$ cat config.mk
export PLATFORM = sky130hd
export DESIGN_NAME = sonar_toggle_rx_flat
export DESIGN_NICKNAME = d
export VERILOG_FILES = /design/src/rtl/sonar_toggle_rx_pkg.sv /design/src/rtl/sonar_toggle_rx_if.sv /design/src/rtl/sonar_toggle_rx_edge_sync.sv /design/src/rtl/sonar_toggle_rx.sv /design/src/flat_wrapper.sv
export SDC_FILE = /design/constraint.sdc
export NUM_CORES = 1
export LEC_CHECK = 0
export CAP_MARGIN = 20
export CORE_MARGIN = 2
export CORE_UTILIZATION = 40
export CTS_BUF_LIST = sky130_fd_sc_hd__clkbuf_4 sky130_fd_sc_hd__clkbuf_8
export DETAILED_ROUTE_END_ITERATION = 8
export GPL_ROUTABILITY_DRIVEN = 0
export HOLD_SLACK_MARGIN = 0.1
export PLACE_DENSITY_LB_ADDON = 0.05
export SYNTH_ARGS = -nofsm -noshare
export SYNTH_HDL_FRONTEND = slang
export SYNTH_SLANG_ARGS = --single-unit
$ cat constraint.sdc
create_clock -name clk -period 3.2 [get_ports clk]
set_clock_uncertainty 0.15 [all_clocks]
set_input_delay 0.64 -clock clk [delete_from_list [all_inputs] [get_ports clk]]
set_output_delay 0.64 -clock clk [all_outputs]
set_load 0.02 [all_outputs]
$ cat src/rtl/sonar_toggle_rx_pkg.sv
// sonar_toggle_pkg: shared defaults and helpers for the sonar toggle receiver.
//   DEF_DATA_W     - default event word width
//   DEF_FIFO_DEPTH - default number of buffered events (power of two, 2..16)
//   DEF_TS_W       - default timestamp counter width
//   level_w()      - width of the occupancy count for a given FIFO depth
package sonar_toggle_pkg;

    localparam int unsigned DEF_DATA_W     = 16;
    localparam int unsigned DEF_FIFO_DEPTH = 4;
    localparam int unsigned DEF_TS_W       = 32;

    // One extra bit so that a completely full FIFO (level == depth) is representable.
    function automatic int unsigned level_w(input int unsigned depth);
        return $clog2(depth) + 1;
    endfunction

endpackage

$ cat src/rtl/sonar_toggle_rx_if.sv
// sonar_toggle_rx_if: event output stream of the toggle receiver.
//   out_valid - FIFO head holds an event        (master -> slave)
//   out_ready - consumer accepts the head        (slave -> master)
//   out_data  - event word at the FIFO head      (master -> slave)
//   out_ts    - timestamp of the head event      (master -> slave)
interface sonar_toggle_rx_if
    import sonar_toggle_pkg::*;
#(
    parameter int unsigned DATA_W = DEF_DATA_W,
    parameter int unsigned TS_W   = DEF_TS_W
) ();

    logic              out_valid;
    logic              out_ready;
    logic [DATA_W-1:0] out_data;
    logic [TS_W-1:0]   out_ts;

    modport master (output out_valid, output out_data, output out_ts, input out_ready);
    modport slave  (input out_valid, input out_data, input out_ts, output out_ready);

endinterface

$ cat src/rtl/sonar_toggle_rx_edge_sync.sv
// toggle_edge_sync: brings a toggle signal into the clk domain and flags each transition.
//   clk     - receive-domain clock
//   resetn  - asynchronous active-low reset
//   i_tgl   - toggle from the sender domain (asynchronous)
//   o_event - one-cycle pulse per transition of i_tgl, two clk edges after it settles
module toggle_edge_sync (
    input  logic clk,
    input  logic resetn,
    input  logic i_tgl,
    output logic o_event
);

    logic r_s1;
    logic r_s2;
    logic r_s3;

    // r_s1/r_s2 are the synchronizer pair; r_s3 keeps the previous synchronized value.
    always_ff @(posedge clk or negedge resetn) begin
        if (!resetn) begin
            r_s1 <= 1'b0;
            r_s2 <= 1'b0;
            r_s3 <= 1'b0;
        end else begin
            r_s1 <= i_tgl;
            r_s2 <= r_s1;
            r_s3 <= r_s2;
        end
    end

    assign o_event = r_s2 ^ r_s3;

endmodule

$ cat src/rtl/sonar_toggle_rx.sv
// sonar_toggle_rx: receive side of a toggle-handshake event channel with an event FIFO.
//   clk, resetn       - receive clock, asynchronous active-low reset
//   req_tgl, req_data - request toggle and event word from the sender domain
//   ack_tgl           - acknowledge toggle back to the sender
//   out_if (master)   - head-of-FIFO stream: out_valid/out_ready/out_data/out_ts
//   level             - number of buffered events
//   overflow, clr_ovf - sticky drop flag and its clear pulse
// Build option: define SONAR_TOGGLE_RX_TIMESTAMP_EN to timestamp each stored event
// with a free-running TS_W counter; otherwise out_ts is constant 0.
module sonar_toggle_rx
    import sonar_toggle_pkg::*;
#(
    parameter int unsigned DATA_W     = DEF_DATA_W,
    parameter int unsigned FIFO_DEPTH = DEF_FIFO_DEPTH,
    parameter int unsigned TS_W       = DEF_TS_W
) (
    input  logic                              clk,
    input  logic                              resetn,
    input  logic                              req_tgl,
    input  logic [DATA_W-1:0]                 req_data,
    output logic                              ack_tgl,
    sonar_toggle_rx_if.master                 out_if,
    output logic [level_w(FIFO_DEPTH)-1:0]    level,
    output logic                              overflow,
    input  logic                              clr_ovf
);

    localparam int unsigned PTR_W = $clog2(FIFO_DEPTH);
    localparam int unsigned LVL_W = level_w(FIFO_DEPTH);

    logic             w_event;
    logic             w_full;
    logic             w_pop;
    logic             w_push;
    logic             w_drop;
    logic [PTR_W-1:0] r_wr_ptr;
    logic [PTR_W-1:0] r_rd_ptr;
    logic [LVL_W-1:0] r_level;
    logic             r_ack;
    logic             r_ovf;
    logic [DATA_W-1:0] r_data_mem [FIFO_DEPTH];

    toggle_edge_sync u_sync (
        .clk     (clk),
        .resetn  (resetn),
        .i_tgl   (req_tgl),
        .o_event (w_event)
    );

    // A pop frees the head on the same edge, so a full FIFO can still accept the event.
    always_comb begin
        w_full = (r_level == LVL_W'(FIFO_DEPTH));
        w_pop  = (r_level != '0) && out_if.out_ready;
        w_push = w_event && (!w_full || w_pop);
        w_drop = w_event && w_full && !w_pop;
    end

    always_ff @(posedge clk or negedge resetn) begin
        if (!resetn) begin
            r_wr_ptr <= '0;
            r_rd_ptr <= '0;
            r_level  <= '0;
            r_ack    <= 1'b0;
            r_ovf    <= 1'b0;
        end else begin
            if (w_push) r_wr_ptr <= r_wr_ptr + PTR_W'(1);
            if (w_pop)  r_rd_ptr <= r_rd_ptr + PTR_W'(1);
            unique case ({w_push, w_pop})
                2'b10:   r_level <= r_level + LVL_W'(1);
                2'b01:   r_level <= r_level - LVL_W'(1);
                default: r_level <= r_level;
            endcase
            // Acknowledge every event, stored or dropped.
            if (w_event) r_ack <= ~r_ack;
            // A drop on the same edge as clr_ovf keeps the flag set.
            if (w_drop)       r_ovf <= 1'b1;
            else if (clr_ovf) r_ovf <= 1'b0;
        end
    end

    // req_data is held stable by the sender until it sees ack, so it is sampled unsynchronized.
    always_ff @(posedge clk) begin
        if (w_push) r_data_mem[r_wr_ptr] <= req_data;
    end

    assign ack_tgl          = r_ack;
    assign level            = r_level;
    assign overflow         = r_ovf;
    assign out_if.out_valid = (r_level != '0);
    // Head contents are masked while empty so reset leaves the outputs at zero.
    assign out_if.out_data  = out_if.out_valid ? r_data_mem[r_rd_ptr] : '0;

`ifdef SONAR_TOGGLE_RX_TIMESTAMP_EN
    logic [TS_W-1:0] r_ts_cnt;
    logic [TS_W-1:0] r_ts_mem [FIFO_DEPTH];

    always_ff @(posedge clk or negedge resetn) begin
        if (!resetn) r_ts_cnt <= '0;
        else         r_ts_cnt <= r_ts_cnt + TS_W'(1);
    end

    always_ff @(posedge clk) begin
        if (w_push) r_ts_mem[r_wr_ptr] <= r_ts_cnt;
    end

    assign out_if.out_ts = out_if.out_valid ? r_ts_mem[r_rd_ptr] : '0;
`else
    assign out_if.out_ts = TS_W'(0);
`endif

endmodule
$ cat src/flat_wrapper.sv
// flat-port wrapper written by rule: the top's interface ports become plain ports
module sonar_toggle_rx_flat import sonar_toggle_pkg::*;
#(
    parameter int unsigned DATA_W     = DEF_DATA_W,
    parameter int unsigned FIFO_DEPTH = DEF_FIFO_DEPTH,
    parameter int unsigned TS_W       = DEF_TS_W
)
  (clk, resetn, req_tgl, req_data, ack_tgl, level, overflow, clr_ovf, out_if_out_valid, out_if_out_data, out_if_out_ts, out_if_out_ready);
  sonar_toggle_rx_if #(.DATA_W(DATA_W), .TS_W(TS_W)) out_if_i ();
  input  logic clk;
  input  logic resetn;
  input  logic req_tgl;
  input  logic [DATA_W-1:0] req_data;
  output logic ack_tgl;
  output logic [level_w(FIFO_DEPTH)-1:0] level;
  output logic overflow;
  input  logic clr_ovf;
  output wire logic [$bits(out_if_i.out_valid)-1:0] out_if_out_valid;
  output wire logic [$bits(out_if_i.out_data)-1:0] out_if_out_data;
  output wire logic [$bits(out_if_i.out_ts)-1:0] out_if_out_ts;
  input wire logic [$bits(out_if_i.out_ready)-1:0] out_if_out_ready;
  assign out_if_out_valid = out_if_i.out_valid;
  assign out_if_out_data = out_if_i.out_data;
  assign out_if_out_ts = out_if_i.out_ts;
  assign out_if_i.out_ready = out_if_out_ready;
  sonar_toggle_rx #(.DATA_W(DATA_W), .FIFO_DEPTH(FIFO_DEPTH), .TS_W(TS_W)) u_core (.clk(clk), .resetn(resetn), .req_tgl(req_tgl), .req_data(req_data), .ack_tgl(ack_tgl), .out_if(out_if_i), .level(level), .overflow(overflow), .clr_ovf(clr_ovf));
endmodule
* Word level (Yosys, flattened, before mapping)
Memories as Yosys holds them, arrays and structs flattened. Cells that the tools add are included.
Storage, ports and cells: output and inout bits 54, memories 1, input port bits 21, RAM bits 64, bits in registers 12, latch bits 0, word-level logic and storage cells 34, ROM bits 0
Operators by class: reduce and logical (&&, ||, !) cells 10, order comparisons 0, equal/unequal tests 3, muxes and demuxes 6, shift-type cells 0, bitwise gates (word level) 2, add/sub/neg operators 4, div/mod/pow operators 0, multiply operators 0
Memory list:
- u_core.r_data_mem | depth 4, bits a word 16, rd ports 1, clocked after memory_dff 0, wr ports 1, RTL line sonar_toggle_rx.sv:41 | logic [DATA_W-1:0] r_data_mem [FIFO_DEPTH];
Operators by type and width (count):
- 2-to-1 mux 16 bit | 1
- one-hot mux 3 bit (2 select lines) | 1
- adder 2 x 1 -> 2 bit (second input constant) | 2
- logical AND 1 bit | 4
- 2-to-1 mux 1 bit | 4
- nonzero test 2 bit | 2
- adder 3 x 1 -> 3 bit (second input constant) | 1
- equality test 3 bit (second input constant) | 1
- nonzero test 3 bit | 1
- subtractor 3 x 1 -> 3 bit (second input constant) | 1
- equality test 2 x 1 -> 1 bit (second input constant) | 1
- equality test 2 bit (second input constant) | 1
- logical NOT 1 bit | 2
- logical OR 1 bit | 1
- NOT 1 bit | 1
- XOR 1 bit | 1

* Logic depth before layout (Yosys ltp)
Gate-level depths: netlist (run 1).
depth in word-level cells 6, mapped depth 9, depth with buffers taken out 9

* By module
Synthesis (run 1) repeated with hierarchy kept, for this count alone.
Second synthesis, totals: cell total of the unflattened synthesis 196, area, all modules 3374.5 µm²
By module, submodules not included:
- sonar_toggle_rx | seq. area each 2147.1 µm², instances 1, cells an instance 192, area an instance 3290.7 µm²
- toggle_edge_sync | seq. area each 75.1 µm², instances 1, cells an instance 4, area an instance 83.8 µm²

* Worst setup path after synthesis (run 1)
Ideal clock, no wire load.
path kind input port to flip-flop, start point input out_if_out_ready, end point register u_core.r_level[2] (netlist: u_core.level[2]), setup time 0.080 ns, path slack 0.895 ns, buffers on the path 0, cell stages on the path 9, required time 2.970 ns, arrival 2.075 ns, cell sequence nor4b_1 nor2_1 inv_1 ha_1 inv_1 fa_1 xor2_1 nor2_1 xor2_1
Between the ends: cells in the longest elaborated chain, start to end 5, elaborated cells between the ends (all ways) 7, those cells by class 2 x eq/ne; 1 x mux; 4 x reduce/logical
Ends and longest elaborated chain:
- from (decl) | RTL line flat_wrapper.sv:21 | input wire logic [$bits(out_if_i.out_ready)-1:0] out_if_out_ready;
- logical AND 1 bit (*) | RTL line sonar_toggle_rx.sv:53 | w_pop = (r_level != '0) && out_if.out_ready;
- logical OR 1 bit | RTL line sonar_toggle_rx.sv:54 | w_push = w_event && (!w_full || w_pop);
- logical AND 1 bit | RTL line sonar_toggle_rx.sv:54
- equality test 2 x 1 -> 1 bit or equality test 2 bit (tied branches) | RTL line sonar_toggle_rx.sv:68 | unique case ({w_push, w_pop})
- one-hot mux 3 bit (2 select lines) or nonzero test 2 bit (tied branches)
- to (signal assigned) | RTL line sonar_toggle_rx.sv:69 | 2'b10: r_level <= r_level + LVL_W'(1);
- to (signal assigned) | RTL line sonar_toggle_rx.sv:70 | 2'b01: r_level <= r_level - LVL_W'(1);
- to (signal assigned) | RTL line sonar_toggle_rx.sv:71 | default: r_level <= r_level;
- to (decl) | RTL line sonar_toggle_rx.sv:38 | logic [LVL_W-1:0] r_level;
Mark *: on every way between the ends. The rest lies on a longest branch, timed or not. A chain may end at the register's enable or synchronous reset.

* Worst setup path in the final report (run 1)
start point register u_core.r_level[0] (netlist: u_core.level[0]), end point output out_if_out_data[5]
Between the ends: cells in the longest elaborated chain, start to end 2
Ends and longest elaborated chain:
- nonzero test 3 bit | RTL line sonar_toggle_rx.sv:89 | assign out_if.out_valid = (r_level != '0);
- 2-to-1 mux 16 bit | RTL line sonar_toggle_rx.sv:91 | assign out_if.out_data = out_if.out_valid ? r_data_mem[r_rd_ptr] : '0;
- to (decl) | RTL line flat_wrapper.sv:19 | output wire logic [$bits(out_if_i.out_data)-1:0] out_if_out_data;
Every way passes these cells.

==> results_dict.tcl, run 1 <==
set metrics [dict create \
    worstPathMaxFanout 19 \
    wl_met1_microns 2230 \
    ys.warnings.count 0 \
    rr_worst_depth 8 \
    cts_tree "built" \
    cp_num_buf_inv 1 \
    p_comb_frac 0.424 \
    crit_family "simple AND/OR/NAND/NOR gates" \
    worst_ep_required_time_ns 2.41 \
    switching_share 0.331 \
    clk_pin_slew_ns 0.07 \
    power.leakage_uw 0.00145 \
    synth-seq-cells 76 \
    ys_types 24 \
    setup_tns_ns 0 \
    grt_pass1_wl_microns 8450 \
    crit_type "reg2out" \
    avgSynthCellArea_sq_um 17.9 \
    finalCriticalPeriod_ns 3.07 \
    seq_area_frac_synth 0.677 \
    slew_headroom 0.583 \
    max_stage_delay_ns 0.68 \
    boundaryPins 75 \
    synth_most_common_cell "edfxtp_1" \
    endpoint "out_if_out_data[5]" \
    synth_area_leaders "edfxtp_1, dfrtp_1, buf_4" \
    dieHeight_microns 94.6 \
    fin_area_sq_mm 0.00394 \
    clkPwrFrac 0.190 \
    r2r_slack_ns 0.56 \
    wl_per_cell_microns 16.0 \
    fp.coreArea_sq_mm 0.00809 \
    grt_pass1_vias 1647 \
    multi_input_area_sq_um 858 \
    numClockSinks 76 \
    syn_area_sq_mm 0.00328 \
    grt_usage 0.134 \
    htreeDepth 3 \
    worst-slew-pin-transition_ns 0.625 \
    num_vias 1582 \
    wl_met3_microns 287 \
    final_antenna_net_count 0 \
    drc 0 \
    min_path_type "reg2reg" \
    met2WireLength_microns 3000 \
    outcome "completed" \
    cp.arrival_ns 2.28 \
    dp_hpwl_microns 3860 \
    hold_start "u_core.u_sync.r_s1$_DFF_PN0_" \
    firstDrtPassIters 4 \
    synth-async-reset-ratio 0.158 \
    portBuffers 42 \
    yosys_most_used_dff "edfxtp_1" \
    start_kind "register" \
    antenna_found_initial 0 \
    final_layout_size_suffix_gt1_frac 0.154 \
    peakVddDrop_uv 344 \
    cts_hold_buf 0 \
    rsz0062_at_grt "no" \
    regArea_sq_mm 0.00222 \
    p_sw_uw 1210 \
    cts_root_buf "clkbuf_8" \
    fin_nets 268 \
    grt_max_degree 20 \
    n_antenna_cell 0 \
    max_freq_mhz 326 \
    setup_violations 0 \
    postSynthCellCount 183 \
    fill_cells 719 \
    powerDensity_mw_per_mm2 929 \
    hold_viol_final 0 \
    synthTopCellsByCount "edfxtp_1, buf_4, and2_1" \
    period_share 0.959 \
    critPathLaunch "u_core.level[0]$_DFFE_PN0P_" \
    area_growth_pct 20.1 \
    crit_chain "or3_1 > and2_1 > clkdlybuf4s50_1" \
    drtIter0Drc 65 \
    postPlaceCellArea_sq_mm 0.00375 \
    synth_edf_count 64 \
    crit_cells 3 \
    numCtsBuffers 9 \
    clk_path_buf_depth 2 \
    drt-total-wl_microns 5610 \
    vias_per_cell 4.51 \
    endpoint_kind "primary output" \
    drv_slew 0 \
    intPower_uw 2450 \
    r2r-start "u_core.level[0]$_DFFE_PN0P_" \
    timing.rr.end "u_core.level[2]$_DFFE_PN0P_" \
    yosys.area.top_type "edfxtp_1" \
    rows 33 \
    die_w_microns 94.6 \
    maxCapViolations 0 \
    dieArea_sq_mm 0.00895 \
    top_layer "met4" \
    grt-ovfl-total 0 \
    seqPwrFrac 0.386 \
    clock_latency_ns 0.34 \
    yosysTopAreaCellShare 0.586 \
    initial_utilization 0.406 \
    cpMaxStageDelayCell "or3_1" \
]
-- stage by stage --
stage                     cells  utilization  total power [uW]  hold WS, ns  setup WS (ns)
final                       351        0.487              3660        0.201          0.132
after global routing        351        0.487              3870        0.221        0.00655
after CTS                   351        0.487              3720        0.202         0.0541
after detailed placement    335        0.463              3020        0.185          0.223
after global placement      335        0.463              2970        0.192          0.346
after floorplan             214            -              2400        0.181          0.895
-- metal layers --
metal,vias up,global-route usage
met5,-,0
met4,0,0.0652
met3,10,0.0351
met2,44,0.232
met1,802,0.154
li1,726,-
-- worst min-delay path by stage --
stage                     slack, ns                            to  cells after the start
after floorplan                0.18  u_core.u_sync.r_s2$_DFF_PN0_                      0
after global placement         0.19  u_core.u_sync.r_s2$_DFF_PN0_                      0
after detailed placement       0.18  u_core.u_sync.r_s2$_DFF_PN0_                      0
after CTS                      0.20  u_core.u_sync.r_s2$_DFF_PN0_                      0
after global routing           0.22  u_core.u_sync.r_s2$_DFF_PN0_                      0
final                          0.20  u_core.u_sync.r_s2$_DFF_PN0_                      0
-- timing repair --
action                     CTS  global route
setup endpoints to repair    0             5
buffers inserted             0             0
gates resized for setup      0             1
-- cell type report --
class | instances | area share
clock buffers | 9 | 0.0314
clock inverters | 7 | 0.0171
inverters | 7 | 0.00667
multi-input cells | 93 | 0.218
flip-flops and latches | 76 | 0.564
well taps | 105 | 0.0333
repair buffers | 54 | 0.130
-- cell families (layout without fill, tap and decap cells) --
family	count (synthesis)	in the layout	share of synthesized area
AO/OA/AOI/OAI	2	2	0.00343
flip-flops	76	76	0.677
buffers and inverters	45	77	0.0968
XOR/XNOR	8	8	0.0214
adder cells (fa/ha/maj)	6	6	0.0252
other	1	32	0.00114
multiplexers	17	17	0.122
AND/OR/NAND/NOR	28	28	0.0526
-- sequential cells by signal (all words and copies together) (netlist names) --
register / count
u_core.overflow: 1
u_core.ack_tgl: 1
u_core.r_rd_ptr: 2
u_core.u_sync.r_s1: 1
u_core.r_wr_ptr: 2
u_core.u_sync.r_s3: 1
u_core.r_data_mem: 64
u_core.u_sync.r_s2: 1
u_core.level: 3
-- placed cells by master (no fill, tap or decap), types with 2 or more instances in the layout --
cell / synthesis / layout
ha_1: 5 / 5
edfxtp_1: 64 / 64
clkinv_2: 0 / 2
inv_1: 7 / 7
nor2_1: 2 / 2
dfrtp_1: 12 / 11
xnor2_1: 5 / 5
xor2_1: 3 / 3
and2_1: 21 / 21
clkdlybuf4s50_1: 0 / 42
clkinvlp_4: 0 / 2
conb_1: 1 / 32
mux4_1: 8 / 8
buf_4: 32 / 12
clkbuf_8: 0 / 9
mux4_2: 8 / 8
-- power by group through the flow --
| stage | logic (uW) | clock network [uW] | registers [uW] |
|---|---|---|---|
| 2_1_floorplan | 967 | 0 | 1430 |
| 4_1_cts | 1590 | 720 | 1410 |
| 6_report | 1550 | 696 | 1410 |
| 3_5_place_dp | 1580 | 0 | 1430 |
| 5_1_grt | 1680 | 764 | 1430 |
| 3_3_place_gp | 1560 | 0 | 1410 |
Note: power is estimated with default switching activity, not from simulation.
==> run 2, diff against run 1 <==
--- a/config.mk
+++ b/config.mk
@@ -16,3 +16,4 @@
 export SYNTH_ARGS = -nofsm -noshare
 export SYNTH_HDL_FRONTEND = slang
 export SYNTH_SLANG_ARGS = --single-unit
+export TNS_END_PERCENT = 30
==> constraint.sdc (replaced) <==
create_clock -name clk -period 3.9 [get_ports clk]
set_clock_uncertainty 0.15 [all_clocks]
set_input_delay 0.78 -clock clk [delete_from_list [all_inputs] [get_ports clk]]
set_output_delay 0.78 -clock clk [all_outputs]
set_load 0.02 [all_outputs]
==> run 2 against run 1 <==
  * Utilization decreased by 1.0 points
  * Sequential share of layout area increased by 1.2 points
  * Cell area fell by 2.1%
  * First-iteration DRC count is 37% lower
  * Non-clock buffer count fell by 7
  * Flip-flop and latch count stayed put
  * Cell count fell by 2.0%
  * Worst setup slack better by 0.49 ns
  * Combinational power fell by 22%
  * Clock power decreased by 29%
==> results_dict.tcl, run 2 (synthesis results as in run 1) <==
set metrics [dict create \
    cp.arrival_ns 2.34 \
    slew_headroom 0.468 \
    die_w_microns 94.6 \
    grt_usage 0.136 \
    wl_met1_microns 2260 \
    finalCriticalPeriod_ns 3.27 \
    drt-total-wl_microns 5580 \
    powerDensity_mw_per_mm2 748 \
    dieHeight_microns 94.6 \
    wl_met3_microns 264 \
    portBuffers 42 \
    clk_pin_slew_ns 0.07 \
    clock_latency_ns 0.33 \
    whs_ns 0.203 \
    cp_num_buf_inv 1 \
    r2r-start "u_core.level[0]$_DFFE_PN0P_" \
    fin_nets 261 \
    grt_max_degree 20 \
    dp.cells 328 \
    grt_pass1_vias 1660 \
    dieArea_sq_mm 0.00895 \
    peakVddDrop_uv 286 \
    fill_cells 733 \
    met2WireLength_microns 2940 \
    outcome "completed" \
    min_path_type "reg2reg" \
    worstPathMaxFanout 17 \
    hold_viol_final 0 \
    final_layout_size_suffix_gt1_frac 0.126 \
    rows 33 \
    max_stage_delay_ns 0.86 \
    post-cts-setup-buffers 0 \
    worst_ep_required_time_ns 2.97 \
    htreeDepth 3 \
    crit_chain "mux4_1 > and2_1 > clkdlybuf4s50_1" \
    cts_hold_buf 0 \
    crit_cells 3 \
    drtIter0Drc 41 \
    critPathLaunch "u_core.r_rd_ptr[1]$_DFFE_PN0P_" \
    cts_root_buf "clkbuf_8" \
    period_share 0.840 \
    vias_per_cell 4.62 \
    grt_pass1_wl_microns 8670 \
    endpoint_kind "primary output" \
    antenna_found_initial 0 \
    boundaryPins 75 \
    final_common_cell "edfxtp_1" \
    dp_hpwl_microns 3720 \
    drc 0 \
    start_kind "register" \
    endpoint "out_if_out_data[5]" \
    r2r_slack_ns 1.35 \
    cts_tree "built" \
    cts-resized-gates 0 \
    layout_common_cells "edfxtp_1, clkdlybuf4s50_1, conb_1, and2_1, dfrtp_1" \
    largest_reg_flops 64 \
    drv_slew 0 \
    power.leakage_uw 0.00141 \
    numClockSinks 76 \
    firstDrtPassIters 4 \
    grt-ovfl-total 0 \
    timing.rr.end "u_core.level[2]$_DFFE_PN0P_" \
    final_cells 344 \
    utilization 0.477 \
    worst-slew-pin-transition_ns 0.799 \
    rr_worst_depth 8 \
    max_freq_mhz 305 \
    area_growth_pct 17.6 \
    setup_tns_ns 0 \
    initial_utilization 0.406 \
    rsz0062_at_grt "no" \
    top_register "u_core.r_data_mem" \
    clk_path_buf_depth 2 \
    crit_type "reg2out" \
    wl_per_cell_microns 16.2 \
    top_layer "met4" \
    maxCapViolations 0 \
    numCtsBuffers 9 \
    crit_family "flip-flops" \
    fp.coreArea_sq_mm 0.00809 \
    n_antenna_cell 0 \
    setup_violations 0 \
    final_antenna_net_count 0 \
    cpMaxStageDelayCell "dfrtp_1" \
    num_vias 1590 \
]
[run 2: power by group]
| part | switching (uW) | leakage [uW] | total (uW) | internal (uW) |
|---|---|---|---|---|
| combinational | 604 | 0.000598 | 1210 | 604 |
| clock | 266 | 0.0000867 | 497 | 231 |
| sequential | 102 | 0.000729 | 1180 | 1080 |
[run 2: per-stage QoR]
step / setup WS [ns] / cell area [sq um] / total power, uW
after detailed placement: 0.749 / 3700 / 2430
after global routing: 0.507 / 3860 / 3060
after global placement: 0.891 / 3700 / 2410
final: 0.625 / 3860 / 2890
after floorplan: 1.46 / 3400 / 1970
after CTS: 0.563 / 3860 / 2940
[run 2: layer usage]
metal,up-vias,GRT usage
met5,-,0
met4,0,0.0652
met3,11,0.0343
met2,40,0.234
met1,824,0.158
li1,715,-
[run 2: area by class of cell]
type / count / area [sq um] / area share
inverter: 7 / 26.3 / 0.00681
clock buffer: 10 / 131 / 0.0340
sequential: 76 / 2220 / 0.576
timing repair buffer: 47 / 458 / 0.119
tap: 105 / 131 / 0.0340
multi-input combinational: 93 / 858 / 0.222
clock inverter: 6 / 31.3 / 0.00811
[run 2: worst min-delay path by stage]
| stage | startpoint | endpoint | depth (start not counted) |
|---|---|---|---|
| 3_3_place_gp | u_core.u_sync.r_s1$_DFF_PN0_ | u_core.u_sync.r_s2$_DFF_PN0_ | 0 |
| 4_1_cts | u_core.u_sync.r_s1$_DFF_PN0_ | u_core.u_sync.r_s2$_DFF_PN0_ | 0 |
| 2_1_floorplan | u_core.u_sync.r_s1$_DFF_PN0_ | u_core.u_sync.r_s2$_DFF_PN0_ | 0 |
| 6_report | u_core.u_sync.r_s1$_DFF_PN0_ | u_core.u_sync.r_s2$_DFF_PN0_ | 0 |
| 3_5_place_dp | u_core.u_sync.r_s1$_DFF_PN0_ | u_core.u_sync.r_s2$_DFF_PN0_ | 0 |
| 5_1_grt | u_core.u_sync.r_s1$_DFF_PN0_ | u_core.u_sync.r_s2$_DFF_PN0_ | 0 |
[run 2: worst reg2reg max path, cell delays in order (launching register included)]
cell	delay (ns)
dfrtp_1	0.44
or3_1	0.57
and2_1	0.26
ha_1	0.20
inv_1	0.07
fa_1	0.39
xor2_1	0.15
nor2_1	0.12
xor2_1	0.15
